### src/rtl/spi_bus_arbiter_if.sv
// spi_bus_arbiter_if
//   Bundles the requester-side and engine-side signals of spi_bus_arbiter.
//   Packed [NREQ-1:0][7:0] tx_data puts requester i's byte at bits [8i+7:8i].
// Modports
//   slave  : arbiter view. It receives req/tx_* from clients and eng_done/eng_rx
//            from the engine, and drives grant, tx_ready, rx_*, cs_n, eng_* and err_spur.
//   master : client/engine view (the exact opposite of slave).
interface spi_bus_arbiter_if #(
   parameter int NREQ = 2
);
   logic [NREQ-1:0]       req;
   logic [NREQ-1:0]       grant;
   logic [NREQ-1:0][7:0]  tx_data;
   logic [NREQ-1:0]       tx_valid;
   logic [NREQ-1:0]       tx_last;
   logic [NREQ-1:0]       tx_ready;
   logic [7:0]            rx_data;
   logic [NREQ-1:0]       rx_valid;
   logic [NREQ-1:0]       cs_n;
   logic                  eng_start;
   logic [7:0]            eng_tx;
   logic                  eng_done;
   logic [7:0]            eng_rx;
   logic                  err_spur;

   modport slave (
      input  req, tx_data, tx_valid, tx_last, eng_done, eng_rx,
      output grant, tx_ready, rx_data, rx_valid, cs_n, eng_start, eng_tx, err_spur
   );

   modport master (
      output req, tx_data, tx_valid, tx_last, eng_done, eng_rx,
      input  grant, tx_ready, rx_data, rx_valid, cs_n, eng_start, eng_tx, err_spur
   );
endinterface

### src/rtl/spi_bus_arbiter.sv
// spi_bus_arbiter
//   Shares one byte-level SPI engine between NREQ requesters.
//   Grants are round-robin, and each grant lasts a whole multi-byte transaction.
//   The arbiter drives the owner's chip select with setup, hold and idle-gap timing.
//   It hands bytes to the engine over a start/done handshake.
// Ports
//   clock : system clock
//   reset : synchronous, active-high
//   bus   : spi_bus_arbiter_if.slave. This carries the requester handshake
//           (req/grant, tx_*, rx_*), the chip selects, the engine handshake
//           (eng_start/eng_tx/eng_done/eng_rx) and the sticky err_spur flag.
module spi_bus_arbiter #(
   parameter int NREQ     = 2,
   parameter int CS_SETUP = 2,
   parameter int CS_HOLD  = 2,
   parameter int IDLE_GAP = 1
) (
   input  logic             clock,
   input  logic             reset,
   spi_bus_arbiter_if.slave bus
);
   localparam int IW = (NREQ > 1) ? $clog2(NREQ) : 1;
   localparam logic [NREQ-1:0] ONE = NREQ'(1);

   typedef enum logic [2:0] {IDLE, SETUP, XFER, WAIT, HOLD, GAP} state_t;

   state_t          state;
   logic [IW-1:0]   owner;
   logic [IW-1:0]   rr_ptr;
   logic [IW-1:0]   rr_next;
   logic [7:0]      cnt;
   logic            last_q;

   logic [NREQ-1:0] grant_q;
   logic [NREQ-1:0] cs_n_q;
   logic [NREQ-1:0] rx_valid_q;
   logic [7:0]      rx_data_q;
   logic            eng_start_q;
   logic [7:0]      eng_tx_q;
   logic            err_spur_q;

   logic [NREQ-1:0] tx_ready_c;
   logic            accept;
   logic [IW-1:0]   pick_idx;
   logic            pick_found;

   // The ready signal is combinational so that a byte is taken in the same cycle it is offered.
   // Non-owners are masked by grant_q, so their tx_ready stays 0.
   assign tx_ready_c = (state == XFER) ? (grant_q & bus.tx_valid) : '0;
   assign accept     = |tx_ready_c;

   assign rr_next = (owner == IW'(NREQ - 1)) ? '0 : owner + IW'(1);

   // Find the first requester at or above rr_ptr, wrapping around to 0.
   always_comb begin
      int cand;
      cand       = 0;
      pick_idx   = '0;
      pick_found = 1'b0;
      for (int k = 0; k < NREQ; k++) begin
         cand = int'(rr_ptr) + k;
         if (cand >= NREQ) cand = cand - NREQ;
         if (!pick_found && bus.req[IW'(cand)]) begin
            pick_found = 1'b1;
            pick_idx   = IW'(cand);
         end
      end
   end

   always_ff @(posedge clock) begin
      if (reset) begin
         state       <= IDLE;
         owner       <= '0;
         rr_ptr      <= '0;
         cnt         <= '0;
         last_q      <= 1'b0;
         grant_q     <= '0;
         cs_n_q      <= '1;
         rx_valid_q  <= '0;
         rx_data_q   <= '0;
         eng_start_q <= 1'b0;
         eng_tx_q    <= '0;
         err_spur_q  <= 1'b0;
      end else begin
         eng_start_q <= 1'b0;
         rx_valid_q  <= '0;
         // A done pulse arriving when no byte is in flight is only flagged.
         // It never produces data.
         if (bus.eng_done && state != WAIT) err_spur_q <= 1'b1;

         case (state)
            IDLE: begin
               if (pick_found) begin
                  owner   <= pick_idx;
                  grant_q <= ONE << pick_idx;
                  cs_n_q  <= ~(ONE << pick_idx);
                  cnt     <= '0;
                  state   <= SETUP;
               end
            end
            SETUP: begin
               if (cnt == 8'(CS_SETUP - 1)) begin
                  cnt   <= '0;
                  state <= XFER;
               end else cnt <= cnt + 8'd1;
            end
            XFER: begin
               if (accept) begin
                  eng_tx_q    <= bus.tx_data[owner];
                  last_q      <= bus.tx_last[owner];
                  eng_start_q <= 1'b1;
                  state       <= WAIT;
               end
            end
            WAIT: begin
               if (bus.eng_done) begin
                  rx_data_q  <= bus.eng_rx;
                  rx_valid_q <= grant_q;
                  state      <= last_q ? HOLD : XFER;
               end
            end
            HOLD: begin
               if (cnt == 8'(CS_HOLD - 1)) begin
                  cnt     <= '0;
                  cs_n_q  <= '1;
                  grant_q <= '0;
                  rr_ptr  <= rr_next;
                  state   <= GAP;
               end else cnt <= cnt + 8'd1;
            end
            GAP: begin
               if (cnt == 8'(IDLE_GAP - 1)) begin
                  cnt   <= '0;
                  state <= IDLE;
               end else cnt <= cnt + 8'd1;
            end
            default: state <= IDLE;
         endcase
      end
   end

   assign bus.grant     = grant_q;
   assign bus.tx_ready  = tx_ready_c;
   assign bus.rx_data   = rx_data_q;
   assign bus.rx_valid  = rx_valid_q;
   assign bus.cs_n      = cs_n_q;
   assign bus.eng_start = eng_start_q;
   assign bus.eng_tx    = eng_tx_q;
   assign bus.err_spur  = err_spur_q;
endmodule

### src/flat_wrapper.sv
// flat-port wrapper written by rule: the top's interface ports become plain ports
module spi_bus_arbiter_flat 
#(
   parameter int NREQ     = 2,
   parameter int CS_SETUP = 2,
   parameter int CS_HOLD  = 2,
   parameter int IDLE_GAP = 1
)
  (clock, reset, bus_req, bus_tx_data, bus_tx_valid, bus_tx_last, bus_eng_done, bus_eng_rx, bus_grant, bus_tx_ready, bus_rx_data, bus_rx_valid, bus_cs_n, bus_eng_start, bus_eng_tx, bus_err_spur);
  spi_bus_arbiter_if #(.NREQ(NREQ)) bus_i ();
  input  logic clock;
  input  logic reset;
  input wire logic [$bits(bus_i.req)-1:0] bus_req;
  input wire logic [$bits(bus_i.tx_data)-1:0] bus_tx_data;
  input wire logic [$bits(bus_i.tx_valid)-1:0] bus_tx_valid;
  input wire logic [$bits(bus_i.tx_last)-1:0] bus_tx_last;
  input wire logic [$bits(bus_i.eng_done)-1:0] bus_eng_done;
  input wire logic [$bits(bus_i.eng_rx)-1:0] bus_eng_rx;
  output wire logic [$bits(bus_i.grant)-1:0] bus_grant;
  output wire logic [$bits(bus_i.tx_ready)-1:0] bus_tx_ready;
  output wire logic [$bits(bus_i.rx_data)-1:0] bus_rx_data;
  output wire logic [$bits(bus_i.rx_valid)-1:0] bus_rx_valid;
  output wire logic [$bits(bus_i.cs_n)-1:0] bus_cs_n;
  output wire logic [$bits(bus_i.eng_start)-1:0] bus_eng_start;
  output wire logic [$bits(bus_i.eng_tx)-1:0] bus_eng_tx;
  output wire logic [$bits(bus_i.err_spur)-1:0] bus_err_spur;
  assign bus_i.req = bus_req;
  assign bus_i.tx_data = bus_tx_data;
  assign bus_i.tx_valid = bus_tx_valid;
  assign bus_i.tx_last = bus_tx_last;
  assign bus_i.eng_done = bus_eng_done;
  assign bus_i.eng_rx = bus_eng_rx;
  assign bus_grant = bus_i.grant;
  assign bus_tx_ready = bus_i.tx_ready;
  assign bus_rx_data = bus_i.rx_data;
  assign bus_rx_valid = bus_i.rx_valid;
  assign bus_cs_n = bus_i.cs_n;
  assign bus_eng_start = bus_i.eng_start;
  assign bus_eng_tx = bus_i.eng_tx;
  assign bus_err_spur = bus_i.err_spur;
  spi_bus_arbiter #(.NREQ(NREQ), .CS_SETUP(CS_SETUP), .CS_HOLD(CS_HOLD), .IDLE_GAP(IDLE_GAP)) u_core (.clock(clock), .reset(reset), .bus(bus_i));
endmodule
### config.mk
export PLATFORM = sky130hd
export DESIGN_NAME = spi_bus_arbiter_flat
export DESIGN_NICKNAME = d
export VERILOG_FILES = /design/src/rtl/spi_bus_arbiter_if.sv /design/src/rtl/spi_bus_arbiter.sv /design/src/flat_wrapper.sv
export SDC_FILE = /design/constraint.sdc
export NUM_CORES = 1
export LEC_CHECK = 0
export BUFFER_PORTS_ARGS = -buffer_cell sky130_fd_sc_hd__buf_2
export CORE_MARGIN = 2
export CORE_UTILIZATION = 49
export DETAILED_ROUTE_END_ITERATION = 6
export PLACE_DENSITY = 0.78
export RECOVER_POWER = 25
export SYNTH_ARGS = -nofsm -noshare
export SYNTH_HDL_FRONTEND = slang
export SYNTH_SLANG_ARGS = --single-unit
### constraint.sdc
create_clock -name clock -period 2.2 [get_ports clock]
set_clock_uncertainty 0.15 [all_clocks]
set_input_delay 0 -clock clock [delete_from_list [all_inputs] [get_ports clock]]
set_output_delay 0 -clock clock [all_outputs]
set_load 0.01 [all_outputs]
== Yosys cells after proc, flatten, opt, wreduce, memory -nomap -nowiden ==
Index checks and enable logic that the tools add are counted.

* Register bits: 38
* Word-level logic and storage cells: 94
* Bits of input ports: 33
* Output and inout port bits: 26

* Equal/unequal tests: 13
* Add/sub/neg operators: 5
* $lt $le $gt $ge: 5
* Shift-type cells: 1
* Mux-type cells: 35
* Bitwise logic cells: 5
* Reduce and logical (&&, ||, !) cells: 18

{| class="wikitable"
|+ Operators by type and width
! kind !! number
|-
| $mux W8 || 5
|-
| $pmux W8 S3 || 1
|-
| $mux W3 || 7
|-
| $pmux W3 S6 || 1
|-
| $mux W1 || 14
|-
| $mux W2 || 5
|-
| $ne A2 B1 Y1 const B || 5
|-
| $reduce_and A2 Y1 || 5
|-
| $add A8 B1 Y8 const B || 1
|-
| $eq A8 B1 Y1 const B || 1
|-
| $logic_not A8 Y1 || 1
|-
| $pmux W2 S2 || 2
|-
| $eq A3 B2 Y1 const B || 2
|-
| $eq A3 B3 Y1 const B || 2
|-
| $lt A1 B3 Y1 const B || 2
|-
| $reduce_and A6 Y1 || 1
|-
| $reduce_or A2 Y1 || 3
|-
| $eq A3 B1 Y1 const B || 1
|-
| $logic_not A3 Y1 || 1
|-
| $ne A3 B2 Y1 const B || 1
|-
| $not A1 Y1 || 3
|-
| $reduce_and A3 Y1 || 1
|-
| $reduce_bool A3 Y1 || 1
|-
| $reduce_or A3 Y1 || 1
|-
| 13 further kinds || 15
|}

== Depth between registers and ports, before layout ==
Gate-level depths: netlist of the first run.

* Depth in word-level cells: 13
* Mapped depth: 7
* Gate-level depth less buffers: 7

== Worst setup path before layout of the first run ==
OpenSTA, ideal clock, no wires.

* Path type: register to register
* Start: register u_core.cnt[0]
* End: register u_core.cnt[3]
* Data required time: 1.981 ns
* Period minus slack after synthesis: 1.898 ns
* Setup time: 0.069 ns
* Stages on the path, launching flop included: 8
* Setup slack: 0.302 ns
* Buffers on the path: 0
* Arrival time: 1.679 ns
* Cell sequence: dfxtp_1 inv_1 ha_1 and3_2 o211ai_2 nand3_1 or3_1 o21ai_1

* Longest elaborated chain between the ends: 3
* Elaborated cells on any way between the ends: 6
* Those cells by class: 1 x add/sub; 1 x eq/ne; 3 x mux; 1 x reduce/logical

{| class="wikitable"
|+ RTL lines
! element !! line !! RTL
|-
| start: declaration || spi_bus_arbiter.sv:31 || <nowiki>logic [7:0] cnt;</nowiki>
|-
| start signal: assignment || spi_bus_arbiter.sv:105 || <nowiki>end else cnt <= cnt + 8'd1;</nowiki>
|-
| start signal: assignment || spi_bus_arbiter.sv:129 || <nowiki>end else cnt <= cnt + 8'd1;</nowiki>
|-
| start signal: assignment || spi_bus_arbiter.sv:135 || <nowiki>end else cnt <= cnt + 8'd1;</nowiki>
|-
| $add A8 B1 Y8 (tied with other cells) || spi_bus_arbiter.sv:105, spi_bus_arbiter.sv:129, spi_bus_arbiter.sv:135 ||
|-
| $mux W8 (on tied branches) || spi_bus_arbiter.sv:132, spi_bus_arbiter.sv:102, spi_bus_arbiter.sv:123 ||
|-
| $pmux W8 S3 * || spi_bus_arbiter.sv:91 || <nowiki>case (state)</nowiki>
|}

Every way passes the cells marked *; elsewhere a longest branch is shown, timed or not.
A chain may end at the register's enable or synchronous reset.

== Worst setup path in the final report of the first run ==
* Start: register u_core.state[1]
* End: register u_core.rx_data_q[4] (netlist: u_core.bus.rx_data[4])

* Longest elaborated chain between the ends: 2

{| class="wikitable"
|+ RTL lines
! element !! line !! RTL
|-
| start: declaration || spi_bus_arbiter.sv:27 || <nowiki>state_t state;</nowiki>
|-
| start signal: assignment || spi_bus_arbiter.sv:119 || <nowiki>state <= last_q ? HOLD : XFER;</nowiki>
|-
| $eq A3 B2 Y1 || spi_bus_arbiter.sv:91 ||
|-
| $reduce_and A2 Y1 (no source line) || - ||
|-
| end signal: assignment || spi_bus_arbiter.sv:117 || <nowiki>rx_data_q <= bus.eng_rx;</nowiki>
|-
| end: declaration || spi_bus_arbiter.sv:37 || <nowiki>logic [7:0] rx_data_q;</nowiki>
|}

No other way between the ends.

==> summary by stage, run 1 <==
Run status
The run finished with clean final reports.

Timing
Measured against its own limit, the worst slew margin works out to 60.8%. Setup repair after global routing left no endpoint under its margin. Based on the critical path, the design can be clocked at up to 487 MHz. The number of max-slew violations in the final report is 0.

The routed design could run at a clock period as short as 2050 ps. In the final timing run, aggregate negative setup slack is 0 ps. The hold violation total from the final report was 0. The final critical path takes up 93.3% of the cycle. The slew at the pin with the worst max-slew slack is 587 ps.

The setup violation total in the final timing report is 0.

Synth
The synthesized area per cell is 8.60 um^2. The post-synthesis instance area is 1740 um^2. The compound-gate portion of the synthesized area is 18.9%. For this run, the number of Yosys warnings is 0. The number of nets produced by synthesis is 238.

The biggest area contributor in the post-synthesis netlist is dfxtp_1. Ranked by total cell area, the synthesized netlist is headed by dfxtp_1 (44%), nand2_1 (6.0%), mux2i_1 (5.8%). The sequential fraction of the synthesis area is 43.8%. Synthesis instantiated 46 different standard cells from the library. The post-synthesis instance total is 202. In the synthesized netlist, mux cells make up 6.41% of the area.

The adder and majority cell fraction of the synthesized area is 2.16%. The synthesis-stage register bit count is 38. The area share of and/or/nand/nor cells after synthesis is 23.7%. The main combinational cell family by area after synthesis is simple AND/OR/NAND/NOR gates. The portion of synthesized cell area occupied by the leading cell type is 43.8%. The post-synthesis share of cell area spent on xor and xnor gates is 0.504%.

Setup path
The kind of cell adding the most delay to the critical path is simple AND/OR/NAND/NOR gates. The internal reg-to-reg setup slack is 150 ps. The number of logic stages on the critical path including buffering is 5. The data arrival time at the worst-slack endpoint is 2120 ps. For the worst flop-to-flop path, the logic depth is 5. The signal on the critical path passes through and2b_2 > nand3_1 > nand2_1 > a21oi_1 > dlygate4sd3_1. The worst endpoint required time is 2270 ps. Together, buffers and inverters on the worst path number 1. STA classifies the critical path startpoint as a flip-flop.

The worst register-to-register path ends at u_core.bus.rx_data[4]$_SDFFE_PP0N_. The path type of the worst setup path is reg2reg. The startpoint of the worst-slack reg-to-reg timing path is u_core.state[1]$_SDFFE_PP0P_.

The cell with the largest stage delay on the worst path is dlygate4sd3_1. STA classifies the critical path endpoint as a flip-flop. In this design, the stage delay of the slowest critical-path cell is 570 ps. Of all nets on the critical path, the largest fanout is 11.

Floorplanning
The die height is 63.6 um. The die is 63.6 um wide. The die covers 4040 um^2.

The number of placement rows is 21. In this run the standard cell core region covers 3360 um^2. 59 I/O pins were placed. For this configuration, the core starts out at a cell density of 51.7%.

Layout
In the layout the commonest cells are buf_2 (42), dfxtp_1 (36), dlygate4sd3_1 (31). The number of inserted diodes is 0. Leaving out fill and tap cells, the most frequent cell in the layout is buf_2. The number of fill cells in the layout is 283. The fraction of final layout cells sized beyond drive strength 1 is 22.8%. The net count reported at finish is 325.

From synthesis to final layout, the design area changed by 41.1%.

Drt
Once detail routing completed, the nets flagged for antenna violations numbered 0. Detailed routing inserted a total of 1772 vias. Dividing the detail-routed wire length by the instance count gives 13.3 um. The residual DRC count is 0. The average via count per standard cell is 5.27. In this run, the number of DRC markers left after iteration 0 of detailed routing was 81. The pre-antenna-repair detailed-routing pass consisted of 5 iterations. Wires add up to 4.46 mm.

Hold path
Counting instances, the worst hold path has a depth of 5. The endpoint with the worst hold slack is u_core.state[1]$_SDFFE_PP0P_. The beginning of the worst hold path is bus_tx_valid[1]. The class of the tightest hold or removal check is in2reg.

Flow run
Max-cap violations in this run came to 0.

GRT
The largest net degree at the start of global routing is 25. The first global-routing pass estimated 7.67 mm of wire. The number of global-route vias before repair is 1661.

The number of antenna violations at the first check in global routing is 0. The all-layer global routing usage is 23.7%. The overall overflow remaining after global route is 0.

Clock tree
The number of clock buffers added by TritonCTS is 5. The longest clock path from root to sink contains 2 buffers. The clock latency on the worst-skew pair is 320 ps. The CTS tree is built. The master cell of the clock root buffer is clkbuf_4. The clock drives 38 sinks.

The number of H-tree levels is 2. Buffers added to address setup during post-CTS repair amount to 0. After clock tree synthesis, the clock-pin slew on the worst setup and hold paths is 110 ps.

Place
In this run the tool buffered the top-level ports with 57 buffer cells. The final weighted congestion of routability-driven global placement is 0.789. Summed over all nets, the half-perimeter wirelength after detailed placement is 2.74 mm.

Pwr
The leakage power figure is 0.964 nW. The total power consumption of the routed design is 0.00173 W. Dividing total power by cell area gives a power density of 707 nW/um^2.

The worst-case IR drop observed on VDD is 0.368 mV.
## worst max-delay path by stage
stage	from	end	slack (ps)
after global routing	u_core.state[1]$_SDFFE_PP0P_	u_core.bus.rx_data[4]$_SDFFE_PP0N_	5
after floorplan	u_core.cnt[0]$_SDFFE_PP0P_	u_core.cnt[3]$_SDFFE_PP0P_	300
after detailed placement	u_core.cnt[0]$_SDFFE_PP0P_	u_core.cnt[3]$_SDFFE_PP0P_	170
after global placement	u_core.cnt[0]$_SDFFE_PP0P_	u_core.cnt[3]$_SDFFE_PP0P_	240
final	u_core.state[1]$_SDFFE_PP0P_	u_core.bus.rx_data[4]$_SDFFE_PP0N_	150
after CTS	u_core.state[1]$_SDFFE_PP0P_	u_core.bus.rx_data[4]$_SDFFE_PP0N_	30
## flip-flops by register name (all words and copies together), names as in the netlist
| register | cells |
|---|---|
| u_core.last_q | 1 |
| u_core.bus.err_spur | 1 |
| u_core.bus.rx_data | 8 |
| u_core.bus.eng_start | 1 |
| u_core.bus.cs_n | 2 |
| u_core.bus.eng_tx | 8 |
| u_core.rr_ptr | 1 |
| u_core.bus.grant | 2 |
| u_core.owner | 1 |
| u_core.state | 3 |
| u_core.bus.rx_valid | 2 |
| u_core.cnt | 8 |
## worst reg2reg max path, stage by stage, from the launching register on
cell and delay, ps:
dfxtp_2 460, and2b_2 210, nand3_1 300, nand2_1 170, a21oi_1 80, dlygate4sd3_1 570
## report_power, final
part / switching (W) / total (W) / internal, W / leakage, nW
clock network: 0.000215 / 0.000600 / 0.000385 / 0.0585
logic: 0.000189 / 0.000356 / 0.000168 / 0.597
registers: 0.0000493 / 0.000777 / 0.000728 / 0.309
total: 0.000453 / 0.00173 / 0.00128 / 0.964
## layout make-up
class                      instances  area [um^2]  area share [%]
tap                               46         57.6            2.35
inverter                           6         22.5           0.918
timing repair buffer              91          599            24.4
sequential                        38          763            31.1
multi-input combinational        147          898            36.6
clock inverter                     2         60.1            2.45
clock buffer                       6         51.3            2.09
## cell families (layout without fill, tap and decap cells)
group	count (synthesis)	count (layout)
and+or+nand+nor	85	85
AOI/OAI and AO/OA	47	47
DFF	38	38
buffers and inverters	17	105
muxes	11	11
adders and majority gates	3	3
xor gates and xnor gates	1	1
## metal layers
layer	vias up	GRT usage (%)	wire, um
met5	-	0	0
met4	0	5.71	10
met3	2	5.36	214
met2	52	42.6	2320
met1	818	28.5	1920
li1	900	-	-
## synth_stat cells (all sizes together)
library cell,instances
a311oi,2
nor4,1
or3,2
o22ai,1
nor3b,3
a22o,2
clkbuf,6
nor2b,2
nand2,29
a21o,1
a31oi,1
nand3,9
nor3,3
inv,6
and2,1
xor2,1
ha,3
buf,5
and2b,1
mux2i,10
or2,1
a21oi,13
a21boi,1
mux2,1
dfxtp,38
nor2,25
o311ai,1
a221o,1
o221a,1
o22a,1
nand4,3
o2bb2ai,1
a211oi,9
and3,5
o41ai,1
a2bb2oi,1
o211ai,1
a32oi,2
o21ai,7
## metrics by stage
stage / instance area (um^2) / setup slack, ps / hold WS [ps] / cells / utilization (%)
global route: 2450 / 4.88 / 102 / 336 / 72.9
detailed placement: 2050 / 172 / 99.1 / 297 / 60.9
global placement: 2050 / 240 / 93.6 / 297 / 60.9
CTS: 2470 / 33.4 / 89.1 / 336 / 73.4
finish: 2450 / 146 / 95.2 / 336 / 72.9
floorplan: 1740 / 302 / -29.0 / 202 / -
## repair_timing
item | CTS | global route
hold buffers | 31 | 0
endpoints found under the setup margin | 0 | 1
resized for setup | 0 | 2
endpoints found under the hold margin | 26 | 0
Note: power is estimated with default switching activity, not from simulation.
==> inputs of run 2 (changes only) <==
==> constraint.sdc (replaced) <==
create_clock -name clock -period 1.9 [get_ports clock]
set_clock_uncertainty 0.15 [all_clocks]
set_input_delay 0 -clock clock [delete_from_list [all_inputs] [get_ports clock]]
set_output_delay 0 -clock clock [all_outputs]
set_load 0.01 [all_outputs]
==> run 2 against run 1 <==
  * Worst hold slack worse by 33 ps
  * Global-route usage grew 0.61 points
  * Die area unchanged
  * Utilization is 1.7 points higher
  * Critical path depth did not move
  * Power grew 21%
  * Sequential power rose by 15%
  * Register-to-register slack lost 50 ps
  * Count of clock-buffer cells in the layout did not move
  * First-iteration DRC count shrank 3.7%
  * Maximum frequency increased by 14%
==> summary by stage, run 2 (synthesis gave the netlist of run 1 again) <==
Layout
In the layout the commonest cells are buf_2 (42), dfxtp_1 (35), dlygate4sd3_1 (31). The most common cell after layout, fill and taps aside is buf_2. The number of inserted diodes is 0. The number of fill cells in the layout is 265.

Summing all multi-input logic gate instances after layout gives 908 um^2. Summing all flip-flop and latch instances after layout gives 764 um^2. After the last flow step, the layout net total stands at 331.

The final non-filler cell total is 342. In the final layout, the share of cells above drive strength 1 is 25.7%. Compared with the post-synthesis result, the final layout area differs by 44.3%.

Drt
The average via count per standard cell is 5.28. The residual DRC count is 0. The length of the first detailed-routing pass in iterations is 4.

The iteration-0 DRC count of the detailed router is 78. After detailed routing, the total wire length is 4.69 mm. The count of nets left with antenna violations once routing finished came out at 0. The routed layout has 1805 vias. After detailed routing, the average wire length per cell comes to 13.7 um.

Pwr
The power per standard cell area is 833 nW/um^2. Across the VDD grid, the largest voltage drop is 0.547 mV. In this run the static leakage power is 0.990 nW.

Run status
The run finished with clean final reports.

Setup path
The startpoint of the worst-slack reg-to-reg timing path is u_core.cnt[2]$_SDFFE_PP0P_. The cell with the largest stage delay on the worst path is dfxtp_1. The critical path starts at u_core.cnt[2]$_SDFFE_PP0P_.

The kind of cell with the highest combined delay along the critical path is simple AND/OR/NAND/NOR gates. Data arrives at the worst endpoint at 1900 ps. STA classifies the critical path endpoint as a flip-flop. Traced cell by cell, the critical path runs through nor4_4 > o211ai_2 > buf_4 > and3_4 > a221o_1. STA puts the critical path data required time at 2010 ps. In this design, the stage delay of the slowest critical-path cell is 390 ps. Counting both buffers and inverters, the worst setup path holds a total of 1.

STA classifies the critical path startpoint as a flip-flop. In this run the worst path has a maximum fanout of 6. The path type of the worst setup path is reg2reg.

Hold path
The worst hold path begins at bus_tx_valid[1]. The class of the tightest hold or removal check is in2reg.

Timing
After layout, the worst path uses 94.7% of the clock period. The highest attainable clock frequency is 556 MHz. The hold violation total from the final report is 0. The slew at the pin with the worst max-slew slack is 396 ps. The shortest period the worst path allows is 1800 ps. Setup repair after global routing left no endpoint under its margin. The number of max-slew violations in the final report is 0. The worst pin sits at a relative slew slack of 73.6%. Setup violations remaining at the end of the flow were counted as 0. The total negative slack for setup checks is 0 ps.

Place
Port buffering added 57 buffers. The final weighted congestion of routability-driven global placement is 0.864. Detailed placement ended at an HPWL of 2.64 mm. Counting tap cells, the placed design contains a total of 302 instances.

Floorplanning
The die covers 4040 um^2. The chip width is 63.6 um. During I/O placement, the number of pins put on the boundary was 59. The number of placement rows is 21. Measured along the y axis, the die boundary spans 63.6 um. For this configuration, the core starts out at a cell density of 51.7%.

The total area inside the core boundary comes to 3360 um^2.

GRT
The number of antenna violations at the first check in global routing is 0. The largest net degree at the start of global routing is 34. For this run, the total global-route usage over all layers was measured as 24.4%. Global routing finished with a remaining overflow of 0. The global-route wire length before repair is 7.73 mm. The number of global-route vias before repair was 1722.

Clock tree
TritonCTS built the clock tree. The number of clock buffers added by TritonCTS is 5. The number of H-tree levels is 2. The number of buffers on the longest clock path is 2.

The master cell of the clock root buffer is clkbuf_4. The clock-pin slew on the worst setup and hold paths is 120 ps. The clock drives 38 sinks. The clock latency on the worst-skew pair is 360 ps.

Flow run
Across the run, the number of max-cap violations was 0.
run 2: final timing paths:
path / endpoint / slack (ps) / depth (start not counted)
max: u_core.cnt[7]$_SDFFE_PP0P_ / 100 / 5
min: u_core.state[1]$_SDFFE_PP0P_ / 60 / 5
max reg2reg: u_core.cnt[7]$_SDFFE_PP0P_ / 100 / 5
min reg2reg: u_core.bus.rx_data[4]$_SDFFE_PP0N_ / 310 / 2
run 2: what timing repair did:
item / 4_1_cts / 5_1_grt
buffers inserted: 0 / 1
endpoints found under the setup margin: 0 / 17
hold buffers: 31 / 0
hold endpoints to repair: 25 / 0
resized for setup: 0 / 6
run 2: through the flow:
| step | util (%) | setup WS (ps) | hold slack [ps] | power (W) | instance area (um^2) |
|---|---|---|---|---|---|
| finish | 74.6 | 101 | 62.1 | 0.00209 | 2510 |
| floorplan | - | 1.79 | -29.0 | 0.00116 | 1740 |
| global route | 74.6 | 0.225 | 124 | 0.00219 | 2510 |
| CTS | 74.5 | 18.2 | 76.0 | 0.00207 | 2510 |
| detailed placement | 62.0 | 44.1 | 96.5 | 0.00130 | 2080 |
| global placement | 62.0 | 74.8 | 92.0 | 0.00129 | 2080 |
run 2: worst min-delay path, delay by kind of cell:
kind                   cells  cell delay, ps
and+or+nand+nor            2             160
AOI/OAI and AO/OA          2             300
buffers and inverters      1              80
run 2: where the power goes:
group / internal [W] / total (W) / switching, W
sequential: 0.000845 / 0.000891 / 0.0000462
combinational: 0.000225 / 0.000468 / 0.000243
clock: 0.000446 / 0.000731 / 0.000286
total: 0.00152 / 0.00209 / 0.000575
run 2: layout make-up:
type / instances / area share [%]
multi-input cells: 147 / 36.2
clock inverters: 2 / 2.39
flip-flops and latches: 38 / 30.5
repair buffers: 97 / 25.7
well taps: 46 / 2.29
inverters: 6 / 0.898
clock buffers: 6 / 2.04
run 2: per-layer routing:
metal  up-vias  global-route usage (%)  routed length [um]
li1        908                       -                   -
met1       821                    29.1                2050
met2        65                    41.3                2280
met3        11                    4.82                 246
met4         0                    12.2                 108
met5         -                       0                   0
